==> src/rtl/mc_controller.sv <==
// mc_controller: multicycle main control FSM for the MIPS-style core.
// Steps each instruction through fetch/decode/execute/memory/writeback from
// the 6-bit opcode and drives the datapath enables, mux selects and aluop.
//
// Build option: MC_ILLEGAL_TRAP_EN
//   defined   -> an unrecognised opcode parks the FSM in HALT (halted=1)
//                until reset is asserted.
//   undefined -> an unrecognised opcode is a 2-cycle NOP; halted is tied 0.
//
// Ports:
//   clk       in   rising-edge clock
//   reset     in   asynchronous active-low reset
//   op[5:0]   in   opcode (instr[31:26]), sampled in DECODE and MEMADR
//   zero      in   ALU zero flag, same cycle
//   pcen      out  PC write enable (combinational on zero)
//   irwrite   out  instruction register load
//   regwrite  out  register file write
//   memwrite  out  data memory write
//   iord      out  memory address select (0 PC, 1 ALUOut)
//   alusrca   out  SrcA select (0 PC, 1 A)
//   alusrcb   out  SrcB select (00 B, 01 4, 10 SignImm, 11 SignImm<<2)
//   pcsrc     out  PC source (00 ALUResult, 01 ALUOut, 10 jump target)
//   regdst    out  destination register (0 rt, 1 rd)
//   memtoreg  out  writeback source (0 ALUOut, 1 Data)
//   aluop     out  ALU operation class for aludec
//   state     out  current state (debug)
//   halted    out  illegal-opcode halt flag
// All outputs are decodes of the state register and are forced to 0 while
// reset is low.

module mc_controller (
  input  logic       clk,
  input  logic       reset,
  input  logic [5:0] op,
  input  logic       zero,
  output logic       pcen,
  output logic       irwrite,
  output logic       regwrite,
  output logic       memwrite,
  output logic       iord,
  output logic       alusrca,
  output logic [1:0] alusrcb,
  output logic [1:0] pcsrc,
  output logic       regdst,
  output logic       memtoreg,
  output logic [2:0] aluop,
  output logic [3:0] state,
  output logic       halted
);

  localparam int unsigned OP_W = 6;

  localparam logic [OP_W-1:0] OP_RTYPE = 6'b000000;
  localparam logic [OP_W-1:0] OP_LW    = 6'b100011;
  localparam logic [OP_W-1:0] OP_SW    = 6'b101011;
  localparam logic [OP_W-1:0] OP_BEQ   = 6'b000100;
  localparam logic [OP_W-1:0] OP_ADDI  = 6'b001000;
  localparam logic [OP_W-1:0] OP_J     = 6'b000010;
  localparam logic [OP_W-1:0] OP_LUI   = 6'b001111;
  localparam logic [OP_W-1:0] OP_BLT   = 6'b011000;
  localparam logic [OP_W-1:0] OP_LI    = 6'b011001;

  typedef enum logic [3:0] {
    FETCH   = 4'd0,
    DECODE  = 4'd1,
    MEMADR  = 4'd2,
    MEMRD   = 4'd3,
    MEMWB   = 4'd4,
    MEMWR   = 4'd5,
    RTYPEEX = 4'd6,
    RTYPEWB = 4'd7,
    BEQEX   = 4'd8,
    ADDIEX  = 4'd9,
    ADDIWB  = 4'd10,
    JEX     = 4'd11,
    LUIEX   = 4'd12,
    BLTEX   = 4'd13,
    LIEX    = 4'd14,
    HALT    = 4'd15
  } state_t;

  state_t state_r, state_nxt;
  logic   pcwrite, branch, bltbranch;

  // State register; reset aborts the current instruction immediately.
  always_ff @(posedge clk or negedge reset) begin
    if (!reset) state_r <= FETCH;
    else        state_r <= state_nxt;
  end

  assign state = state_r;

  // Next-state and Moore output decode.
  always_comb begin
    state_nxt = state_r;
    pcwrite   = 1'b0;
    branch    = 1'b0;
    bltbranch = 1'b0;
    irwrite   = 1'b0;
    regwrite  = 1'b0;
    memwrite  = 1'b0;
    iord      = 1'b0;
    alusrca   = 1'b0;
    alusrcb   = 2'b00;
    pcsrc     = 2'b00;
    regdst    = 1'b0;
    memtoreg  = 1'b0;
    aluop     = 3'b000;
    halted    = 1'b0;
    pcen      = 1'b0;

    case (state_r)
      FETCH: begin
        irwrite   = 1'b1;
        pcwrite   = 1'b1;
        alusrcb   = 2'b01;
        state_nxt = DECODE;
      end
      DECODE: begin
        alusrcb = 2'b11;
        case (op)
          OP_LW, OP_SW: state_nxt = MEMADR;
          OP_RTYPE:     state_nxt = RTYPEEX;
          OP_BEQ:       state_nxt = BEQEX;
          OP_ADDI:      state_nxt = ADDIEX;
          OP_J:         state_nxt = JEX;
          OP_LUI:       state_nxt = LUIEX;
          OP_BLT:       state_nxt = BLTEX;
          OP_LI:        state_nxt = LIEX;
`ifdef MC_ILLEGAL_TRAP_EN
          default:      state_nxt = HALT;
`else
          default:      state_nxt = FETCH;
`endif
        endcase
      end
      MEMADR: begin
        alusrca   = 1'b1;
        alusrcb   = 2'b10;
        state_nxt = (op == OP_SW) ? MEMWR : MEMRD;
      end
      MEMRD: begin
        iord      = 1'b1;
        state_nxt = MEMWB;
      end
      MEMWB: begin
        regwrite  = 1'b1;
        memtoreg  = 1'b1;
        state_nxt = FETCH;
      end
      MEMWR: begin
        iord      = 1'b1;
        memwrite  = 1'b1;
        state_nxt = FETCH;
      end
      RTYPEEX: begin
        alusrca   = 1'b1;
        aluop     = 3'b010;
        state_nxt = RTYPEWB;
      end
      RTYPEWB: begin
        regwrite  = 1'b1;
        regdst    = 1'b1;
        state_nxt = FETCH;
      end
      BEQEX: begin
        alusrca   = 1'b1;
        aluop     = 3'b001;
        pcsrc     = 2'b01;
        branch    = 1'b1;
        state_nxt = FETCH;
      end
      ADDIEX: begin
        alusrca   = 1'b1;
        alusrcb   = 2'b10;
        state_nxt = ADDIWB;
      end
      ADDIWB: begin
        regwrite  = 1'b1;
        state_nxt = FETCH;
      end
      JEX: begin
        pcsrc     = 2'b10;
        pcwrite   = 1'b1;
        state_nxt = FETCH;
      end
      LUIEX: begin
        alusrca   = 1'b1;
        alusrcb   = 2'b10;
        aluop     = 3'b011;
        state_nxt = ADDIWB;
      end
      BLTEX: begin
        alusrca   = 1'b1;
        aluop     = 3'b110;
        pcsrc     = 2'b01;
        bltbranch = 1'b1;
        state_nxt = FETCH;
      end
      LIEX: begin
        alusrca   = 1'b1;
        alusrcb   = 2'b10;
        aluop     = 3'b111;
        state_nxt = ADDIWB;
      end
      HALT: begin
`ifdef MC_ILLEGAL_TRAP_EN
        halted    = 1'b1;
        state_nxt = HALT;
`else
        // Unreachable in this build; recover to FETCH if ever entered.
        state_nxt = FETCH;
`endif
      end
    endcase

    // blt is taken on a nonzero compare result, beq on zero.
    pcen = pcwrite | (branch & zero) | (bltbranch & ~zero);

    // Reset low silences every output, even though the state reads FETCH.
    if (!reset) begin
      pcen     = 1'b0;
      irwrite  = 1'b0;
      regwrite = 1'b0;
      memwrite = 1'b0;
      iord     = 1'b0;
      alusrca  = 1'b0;
      alusrcb  = 2'b00;
      pcsrc    = 2'b00;
      regdst   = 1'b0;
      memtoreg = 1'b0;
      aluop    = 3'b000;
      halted   = 1'b0;
    end
  end

endmodule

==> config.mk <==
export PLATFORM = sky130hd
export DESIGN_NAME = mc_controller
export DESIGN_NICKNAME = d
export VERILOG_FILES = /design/src/rtl/mc_controller.sv
export SDC_FILE = /design/constraint.sdc
export NUM_CORES = 1
export LEC_CHECK = 0
export BUFFER_PORTS_ARGS = -buffer_cell sky130_fd_sc_hd__clkbuf_2
export CAP_MARGIN = 20
export CORE_MARGIN = 5
export CORE_UTILIZATION = 30
export CTS_BUF_LIST = sky130_fd_sc_hd__clkbuf_8
export DETAILED_ROUTE_END_ITERATION = 6
export SYNTH_ARGS = -nofsm -noshare
export SYNTH_HDL_FRONTEND = slang
export SYNTH_SLANG_ARGS = --single-unit
==> constraint.sdc <==
create_clock -name clk -period 1.8 [get_ports clk]
set_input_delay 0.27 -clock clk [delete_from_list [all_inputs] [get_ports clk]]
set_output_delay 0.27 -clock clk [all_outputs]
set_load 0.005 [all_outputs]
# == After elaboration in Yosys (flattened, before gate mapping) ==
# Index checks and enable logic that the tools add are counted.
# classes
eq_ne,23
mux,27
bitwise,5
n_reduce_logical,11
# ops
cell,count
== test 4 bit (second input constant),8
case mux 4 bit (8 select lines),1
case mux 4 bit (7 select lines),1
2-to-1 mux 1 bit,18
== test 4 x 3 -> 1 bit (second input constant),4
case mux 3 bit (5 select lines),1
== test 6 x 4 -> 1 bit (second input constant),2
== test 6 x 5 -> 1 bit (second input constant),2
== test 6 bit (second input constant),2
== test 4 x 2 -> 1 bit (second input constant),2
OR reduction 2 bit,4
OR reduction 8 bit,1
OR reduction 7 bit,1
== test 6 x 2 -> 1 bit (second input constant),1
== test 6 x 3 -> 1 bit (second input constant),1
logical NOT 6 bit,1
2-to-1 mux 3 bit,2
case mux 2 bit (3 select lines),1
OR reduction 3 bit,2
== test 4 x 1 -> 1 bit (second input constant),1
logical NOT 4 bit,1
2-to-1 mux 2 bit,2
case mux 2 bit (2 select lines),1
OR reduction 4 bit,1
3 further kinds,5
# word_totals
regBits,4
in_bits,9
out_inout_bits,20
wordCells,67

# == Longest topological paths before layout ==
# Gate-level depths: netlist of the first run.
# logic_depth
ltp_word,6
depth_mapped,5
ltp_nobuf,4

# == Least setup slack after synthesis of the first run ==
# OpenSTA, ideal clock, no wires.
# synth_path
path_kind,register to output
start,register state_r[2] (netlist: state[2])
end,output port alusrcb[1]
t_arrival_ns,1.148
setup_slack_ns,0.382
stages_incl_launch_ff,5
path_buffers,1
cell_sequence,dfrtp_1 > clkbuf_1 > nor2_1 > and2_1 > o21a_1
# synth_between
elab_chain_len,4
# synth_rtl
item,line,source
"start, declared",82,"state_t state_r, state_nxt;"
"start signal, assigned",88,else state_r <= state_nxt;
== test 4 bit / == test 4 x 2 -> 1 bit (equally long branches),112,case (state_r)
OR reduction 4 bit (no line),n/a,
case mux 2 bit (3 select lines) (*),112,
2-to-1 mux 2 bit (*),221,if (!reset) begin
"end, declared",42,"output logic [1:0] alusrcb,"
# Every way passes the cells marked *; elsewhere a longest branch is shown, timed or not.

# == Worst setup path after layout of the first run ==
# layout_path
start,register state_r[1] (netlist: state[1])
end,output port pcen
# layout_between
elab_chain_len,6
# layout_rtl
item,line,source
== test 4 bit / logical NOT 4 bit (equally long branches),112,
OR reduction 2 bit (no line) / 2-to-1 mux 1 bit (equally long branches),n/a,
2-to-1 mux 1 bit / bitwise AND 1 bit (equally long branches),"112, 218",
OR 1 bit,218,pcen = pcwrite | (branch & zero) | (bltbranch & ~zero);
OR 1 bit (*),218,
2-to-1 mux 1 bit (*),221,
"end, declared",36,"output logic pcen,"
# Marks and branches as above.

==> results of run 1 <==
[worst max-delay path: stages (launching register included)]
cell,delay (ns)
dfrtp_2,0.43
inv_1,0.13
nor2_1,0.16
o211ai_1,0.11
a21boi_0,0.17
clkbuf_2,0.14
[area by class of cell]
cell class / instances / share of cell area (%)
multi-input combinational: 78 / 57.7
clock buffer: 3 / 4.96
sequential: 4 / 12.6
timing repair buffer: 30 / 19.2
tap: 27 / 4.06
inverter: 3 / 1.35
[worst paths after layout]
kind                            startpoint       end  slack [ns]  cells past startpoint
worst max-delay path              state[1]      pcen        0.18                      5
worst min-delay path                 op[5]  state[2]        0.34                      2
worst max register to register    state[2]  state[1]        0.49                      4
worst min register to register    state[3]  state[0]        0.62                      1
max in group asynchronous            reset  state[3]        1.00                      2
min in group asynchronous            reset  state[0]        0.60                      2
[layer usage]
metal / vias to the layer above / track usage (%) / wire length [microns] / part of all wire, %
met5: - / 0 / 0 / 0
met4: 0 / 5.08 / 0 / 0
met2: 21 / 17.9 / 754 / 45
met3: 0 / 2.09 / 129 / 7.7
li1: 384 / - / - / -
met1: 323 / 13.4 / 790 / 47
[through the flow]
step	total power [uW]	area (sq um)
final	909	832
after global routing	1000	832
after CTS	913	825
after detailed placement	719	773
after global placement	717	773
after floorplan	551	631
[cells by family (layout without fill, tap and decap cells)]
kind of cell | count (synthesis) | after routing
simple gates | 53 | 53
compound gates | 20 | 20
buf+inv | 12 | 36
flops | 4 | 4
xor+xnor | 3 | 3
other cells | 1 | 1
mux | 1 | 1
[power by group]
part / total [uW] / internal [uW] / switching [uW]
logic: 484 / 237 / 247
registers: 238 / 126 / 112
clock network: 187 / 142 / 44.9
total: 909 / 505 / 404
[repair_timing]
| item | in CTS | in global routing |
|---|---|---|
| endpoints found under the hold margin | 4 | 0 |
| setup endpoints to repair | 0 | 5 |
| setup buffers | 0 | 0 |
| resized for setup | 0 | 5 |
| hold buffers | 1 | 0 |
[cell usage in the layout (no fill, tap or decap), drive strengths merged, types with 3 or more instances in the layout]
master	count
dfrtp	4
nor2b	4
inv	3
nand2	10
nand3	4
xor2	3
nor3	7
a21oi	6
nor2	11
nor3b	3
o21ai	3
clkbuf	30
==> metrics.md, run 1 <==
| Metric | Value |
|---|---|
| Critical Path End Type | output port |
| Vias/cell | about 5 |
| Pwr per Cell Area | around 1100 nW/um^2 |
| Fin nets | ~130 |
| Syn. warnings | 0 |
| Worst IR drop on VDD | 399 uV |
| Worst Skew | 0.00137 ns |
| Post-synthesis sequential area ratio | between 15 and 20% |
| Unrepaired setup endpoints after global routing | no |
| Final setup violation count | 0 |
| GRT Overall Usage | between 10% and 20% |
| Post-Syn Area | 631 sq um |
| Post-synth top flop | dfrtp_1 |
| Residual DRC | 0 |
| Ports | 29 |
| N_diodes | 0 |
| Multi-input gate area | about 480 sq um |
| WP data required | 1.53 ns |
| Max FFs per register | 4 |
| FF/Latch Area | 105 sq um |
| Die span in x | approximately 56 microns |
| Top post-synthesis cells by count | 11 x nor2_1, 10 x nand2_1, 7 x nor3_1 |
| Period minus WS final | about 1.6 ns |
| WS Path Type | flip-flop to output port |
| Number of instances in the placed design | about 140 |
| Layout cells sized above 1 | between 30% and 40% |
| Clk Latency, worst-skew pair | around 0.21 ns |
| Detailed Routing Iterations Pass 1 | 4 |
| Post-synth ARST share | between 90% and 100% |
| Syn nets | about 100 |
| Crit start category | flip-flop |
| Post-synth EDFFs | 0 |
| Layout Cells excl Fill | 145 |
| Fin crit share | 90.2% |
| Post-Synth Adder-Cell Area | 0% |
| Core area | ~2000 sq um |
| Max cap viols | 0 |
| Reg clk slew, reported paths | 0.03 ns |
| Fmax | slightly above 600 MHz |
| GRT overflow | 0 |
| Initial DRC count | 10 |
| Average cell area after synthesis | around 6.7 sq um |
| Setup TNS | 0 ns |
| Yosys reg bits | 4 |
| DR WL/cell | roughly 12 microns |
| Final hold viol count | 0 |
| Pre-CTS setup slack | around 0.24 ns |
| Die ar. | slightly above 3000 sq um |
| CTS buffer count | 3 |
| Sink Count | 4 |
| Initial antenna violation count | 0 |
| HPWL after DPL | roughly 1300 microns |
| Area growth syn-to-layout | 31.9% |
| Status | complete, no violations |
| Die Y | between 50 and 60 microns |
| Main combinational cell family by area after synthesis | simple AND/OR/NAND/NOR gates |
| WP data arrival | approximately 1.4 ns |
| Max Slew Vio Count | 0 |
| Dominant cells by area after synthesis | dfrtp_1 16%, nor2_1 6.5%, nand2_1 6.0% |
| Worst hold margin | ~0.34 ns |
| Mux cell area share after synthesis | 1.59% |
| Share of the synthesized area in the top cell type | between 10% and 20% |
| Clk root buf | clkbuf_8 |
| IO buf count | 27 |
| First-pass GRT wire length | between 2000 and 3000 microns |
| CTS tree | yes |
| Crit-path max FO | 9 |
| XOR/XNOR share of the synthesized area | under 10% |
| Drt total wl | 1670 microns |
| Routed via count | between 700 and 800 |
| Worst Hold Class | input pin to flip-flop |
| Synth area leader | dfrtp_1 |
| Initial core utilization | about a third |
| Final Util | 42.0% |
| Gpl congestion | roughly 0.79 |
| Largest net degree at the start of global routing | 22 |
| P_leak | approximately 0.00038 uW |
| Detail Route Antenna Nets | 0 |
| Cell count after synthesis | 94 |
| Yosys cell types | 37 |
| Fill cell count | approximately 220 |
| Site Rows | 16 |
| CTS max path bufs | 2 |
| Vias in the first global route | 692 |
| Synth Area in Compound Gates | a little over a fifth |
| Most frequent cell after synthesis | nor2_1 |
| Final worst setup slack | 0.177 ns |
| Simple-gate area share of the yosys netlist | 48.4% |
| H-tree depth | 1 |
Power figures use the tool's default switching activity.
==> run 2: changes to the inputs <==
--- a/config.mk
+++ b/config.mk
@@ -5,12 +5,14 @@
 export SDC_FILE = /design/constraint.sdc
 export NUM_CORES = 1
 export LEC_CHECK = 0
+export ABC_AREA = 1
 export BUFFER_PORTS_ARGS = -buffer_cell sky130_fd_sc_hd__clkbuf_2
 export CAP_MARGIN = 20
-export CORE_MARGIN = 5
-export CORE_UTILIZATION = 30
+export CORE_AREA = 5 5 42 44
 export CTS_BUF_LIST = sky130_fd_sc_hd__clkbuf_8
 export DETAILED_ROUTE_END_ITERATION = 6
+export DIE_AREA = 0 0 47 49
+export PLACE_DENSITY = 0.77
 export SYNTH_ARGS = -nofsm -noshare
 export SYNTH_HDL_FRONTEND = slang
 export SYNTH_SLANG_ARGS = --single-unit
==> metrics.md, run 2 <==
| Metric | Value |
|---|---|
| Crit start category | flip-flop (unchanged) |
| GRT Overall Usage | 16.9% (was 10.8%) |
| GRT overflow | 0 (unchanged) |
| Fill cell count | 161 (was 219) |
| Detailed Routing Iterations Pass 1 | 4 (unchanged) |
| Residual DRC | 0 (unchanged) |
| Internal Power | 468 uW (was 505 uW) |
| Post-synthesis sequential area ratio | 17.0% (was 15.9%) |
| Share of the synthesized area in the top cell type | 17.2% (was 15.9%) |
| Initial DRC count | 22 (was 10) |
| Setup TNS | 0 ns (unchanged) |
| Fin nets | 152 (was 129) |
| Multi-input gate area | 413 sq um (was 480 sq um) |
| FF-to-FF End | state[1] (unchanged) |
| Top post-synthesis cells by count | 27 x nand2_1, 25 x nor2_1, 16 x inv_1 (was 11 x nor2_1, 10 x nand2_1, 7 x nor3_1) |
| Average cell area after synthesis | 5.31 sq um (was 6.71 sq um) |
| Worst IR drop on VDD | 674 uV (was 399 uV) |
| DR WL/cell | 11.5 microns (about the same) |
| Most frequent cell after synthesis | nand2_1 (was nor2_1) |
| Clk pwr share | 20.7% (was 20.6%) |
| Final worst setup slack | 0.116 ns (was 0.177 ns) |
| CP Launch Point | state[3] (was state[1]) |
| WP data required | 1.53 ns (about the same) |
| Clk root buf | clkbuf_8 (unchanged) |
| Critical Path End Type | output port (unchanged) |
| Initial core utilization | 42.1% (was 31.8%) |
| Synth area leader | nand2_1 (was dfrtp_1) |
| Most frequent cells in the layout | 27 x nand2_1, 27 x clkbuf_2, 24 x nor2_1, 15 x inv_1, 13 x nand3_1 (was 27 x clkbuf_2, 11 x nor2_1, 10 x nand2_1, 7 x nor3_1, 6 x a21oi_1) |
| P_leak | 0.000481 uW (was 0.000379 uW) |
| Yosys cell types | 18 (was 37) |
| Worst R2R Path Depth | 7 (was 4) |
| Pre-CTS setup slack | 0.300 ns (was 0.238 ns) |
| Final setup violation count | 0 (unchanged) |
| Max cap viols | 0 (unchanged) |
| FF/Latch Area | 104 sq um (was 105 sq um) |
| CTS max path bufs | 2 (unchanged) |
| Gpl congestion | 0.874 (was 0.790) |
| Fmax | 594 MHz (was 616 MHz) |
| WS Path Type | flip-flop to output port (unchanged) |
| Crit-path max FO | 8 (was 9) |
| Site Rows | 14 (was 16) |
| Dominant cells by area after synthesis | nand2_1 17%, dfrtp_1 17%, nor2_1 16% (was dfrtp_1 16%, nor2_1 6.5%, nand2_1 6.0%) |
| Yosys reg bits | 4 (unchanged) |
| Switching Share | 49.5% (was 44.4%) |
| Routed via count | 781 (was 728) |
| Crit path largest cell delay | 0.45 ns (was 0.43 ns) |
| Number of instances in the placed design | 153 (was 141) |
| Vias in the first global route | 713 (was 692) |
| Status | complete, no violations (unchanged) |
| Worst Skew | 0.00486 ns (was 0.00137 ns) |
| Worst Hold Class | input pin to flip-flop (unchanged) |
| Post-synth EDFFs | 0 (unchanged) |
| Largest net degree at the start of global routing | 11 (was 22) |
| Max Slew Vio Count | 0 (unchanged) |
| Pwr per Cell Area | 1160 nW/um^2 (was 1090 nW/um^2) |
| Flop2flop setup slack | 0.53 ns (was 0.49 ns) |
| IO buf count | 27 (unchanged) |
| RR Startpoint | state[2] (unchanged) |
| H-tree depth | 1 (unchanged) |
| Initial antenna violation count | 0 (unchanged) |
| Max FFs per register | 4 (unchanged) |
| Die span in x | 47 microns (was 55.8 microns) |
| WHS Endpoint | state[3] (was state[2]) |
| CTS tree | yes (unchanged) |
| Layout Cells excl Fill | 157 (was 145) |
| Ports | 29 (unchanged) |
| First-pass GRT wire length | 2840 microns (was 2890 microns) |
| CTS buffer count | 3 (unchanged) |
| N_diodes | 0 (unchanged) |
| Syn nets | 120 (was 103) |
| Final hold viol count | 0 (unchanged) |
| Number of cells on the worst hold path | 5 (was 2) |
| WP data arrival | 1.41 ns (was 1.35 ns) |
| HPWL after DPL | 1490 microns (was 1300 microns) |
| Period minus WS final | 1.68 ns (was 1.62 ns) |
| Crit path top cell by count | inv_1 |
| Min-Delay Startpoint | op[3] (was op[5]) |
| Cell count after synthesis | 111 (was 94) |
| Crit path cell chain | inv_2 > nand2_4 > inv_1 > nand2_1 > inv_1 > nor2_1 > a21oi_1 > clkbuf_2 (was inv_1 > nor2_1 > o211ai_1 > a21boi_0 > clkbuf_2) |
| Detail Route Antenna Nets | 0 (unchanged) |
| Sw power | 459 uW (was 404 uW) |
| Drt total wl | 1810 microns (was 1670 microns) |
| Logic gate share of total power | 58.9% (was 53.2%) |
| Slowest-stage cell, CP | dfrtp_2 (unchanged) |
| Area growth syn-to-layout | 35.5% (was 31.9%) |
| Sink Count | 4 (unchanged) |
| Core area | 1400 sq um (was 1980 sq um) |
| Die Y | 49 microns (was 55.8 microns) |
| Flop pwr share | 20.3% (was 26.2%) |
| Post-Syn Area | 589 sq um (was 631 sq um) |
| Post-synth ARST share | 100% (unchanged) |
| Die ar. | 2300 sq um (was 3120 sq um) |
| Clk Latency, worst-skew pair | 0.22 ns (was 0.21 ns) |
| Vias/cell | 4.97 (was 5.02) |
| Fin crit share | 93.6% (was 90.2%) |
| Layout cells sized above 1 | 31.2% (was 33.1%) |
| Reg clk slew, reported paths | 0.03 ns (about the same) |
| Post-synth top flop | dfrtp_1 (unchanged) |
| Syn. warnings | 0 (unchanged) |
run 2: changes by cell type after synthesis, sizes merged, moves of 5 or more:
cell,delta
inv,+16
nand2,+18
nor2,+18
nand3,+9
nor3,-5
run 2: area by class of cell:
cell class / count / share of cell area [%]
inverter: 20 / 9.40
multi-input combinational: 86 / 51.7
clock buffer: 3 / 5.17
timing repair buffer: 28 / 18.2
sequential: 4 / 13.0
tap: 16 / 2.51
run 2: per-layer routing:
metal / wire, microns / vias up / track usage (%)
li1: - / 408 / -
met1: 686 / 344 / 18.1
met2: 934 / 25 / 29.4
met3: 140 / 4 / 2.21
met4: 48 / 0 / 9.68
met5: 0 / - / 0
run 2: repair_timing:
item / in CTS / in global routing
setup buffers: 0 / 0
hold buffers: 1 / 0
endpoints found under the setup margin: 0 / 4
hold endpoints to repair: 4 / 0
resized for setup: 0 / 6
run 2: metrics by stage:
stage                     area, sq um  util (%)  total power (uW)  hold WS [ns]
after floorplan                   589         -               534       -0.0256
after global placement            737      52.6               705         0.114
after detailed placement          737      52.6               709         0.119
after CTS                         788      56.3               909         0.487
after global routing              798      57.0              1010         0.539
final                             798      57.0               927         0.493
run 2: cells by family (layout without fill, tap and decap cells):
family | count (synthesis) | count (layout) | share of synthesized area, %
buffers and inverters | 21 | 51 | 14.0
AOI/OAI and AO/OA | 10 | 10 | 9.34
other | 1 | 1 | 0.636
DFF | 4 | 4 | 17.0
and+or+nand+nor | 75 | 75 | 59.0
run 2: how the worst max path moves through the flow:
| stage | endpoint | cells after the start | slack, ns |
|---|---|---|---|
| 3_5_place_dp | aluop[0] | 7 | 0.30 |
| 2_1_floorplan | pcen | 8 | 0.52 |
| 5_1_grt | pcen | 8 | -0.001 |
| 6_report | alusrcb[1] | 8 | 0.12 |
| 3_3_place_gp | aluop[0] | 7 | 0.31 |
| 4_1_cts | aluop[0] | 7 | 0.07 |
run 2: power by group through the flow:
stage / combinational (uW) / sequential (uW) / clock (uW)
floorplan: 360 / 174 / 0
global placement: 527 / 177 / 0
detailed placement: 528 / 181 / 0
CTS: 535 / 180 / 194
global route: 621 / 195 / 197
finish: 546 / 188 / 192
run 2: worst max-delay path, delay by kind of cell (launching register included):
family	cells	cell delay, ns
flip-flops	1	0.45
buffers and inverters	4	0.41
AND/OR/NAND/NOR	3	0.19
AO/OA/AOI/OAI	1	0.13
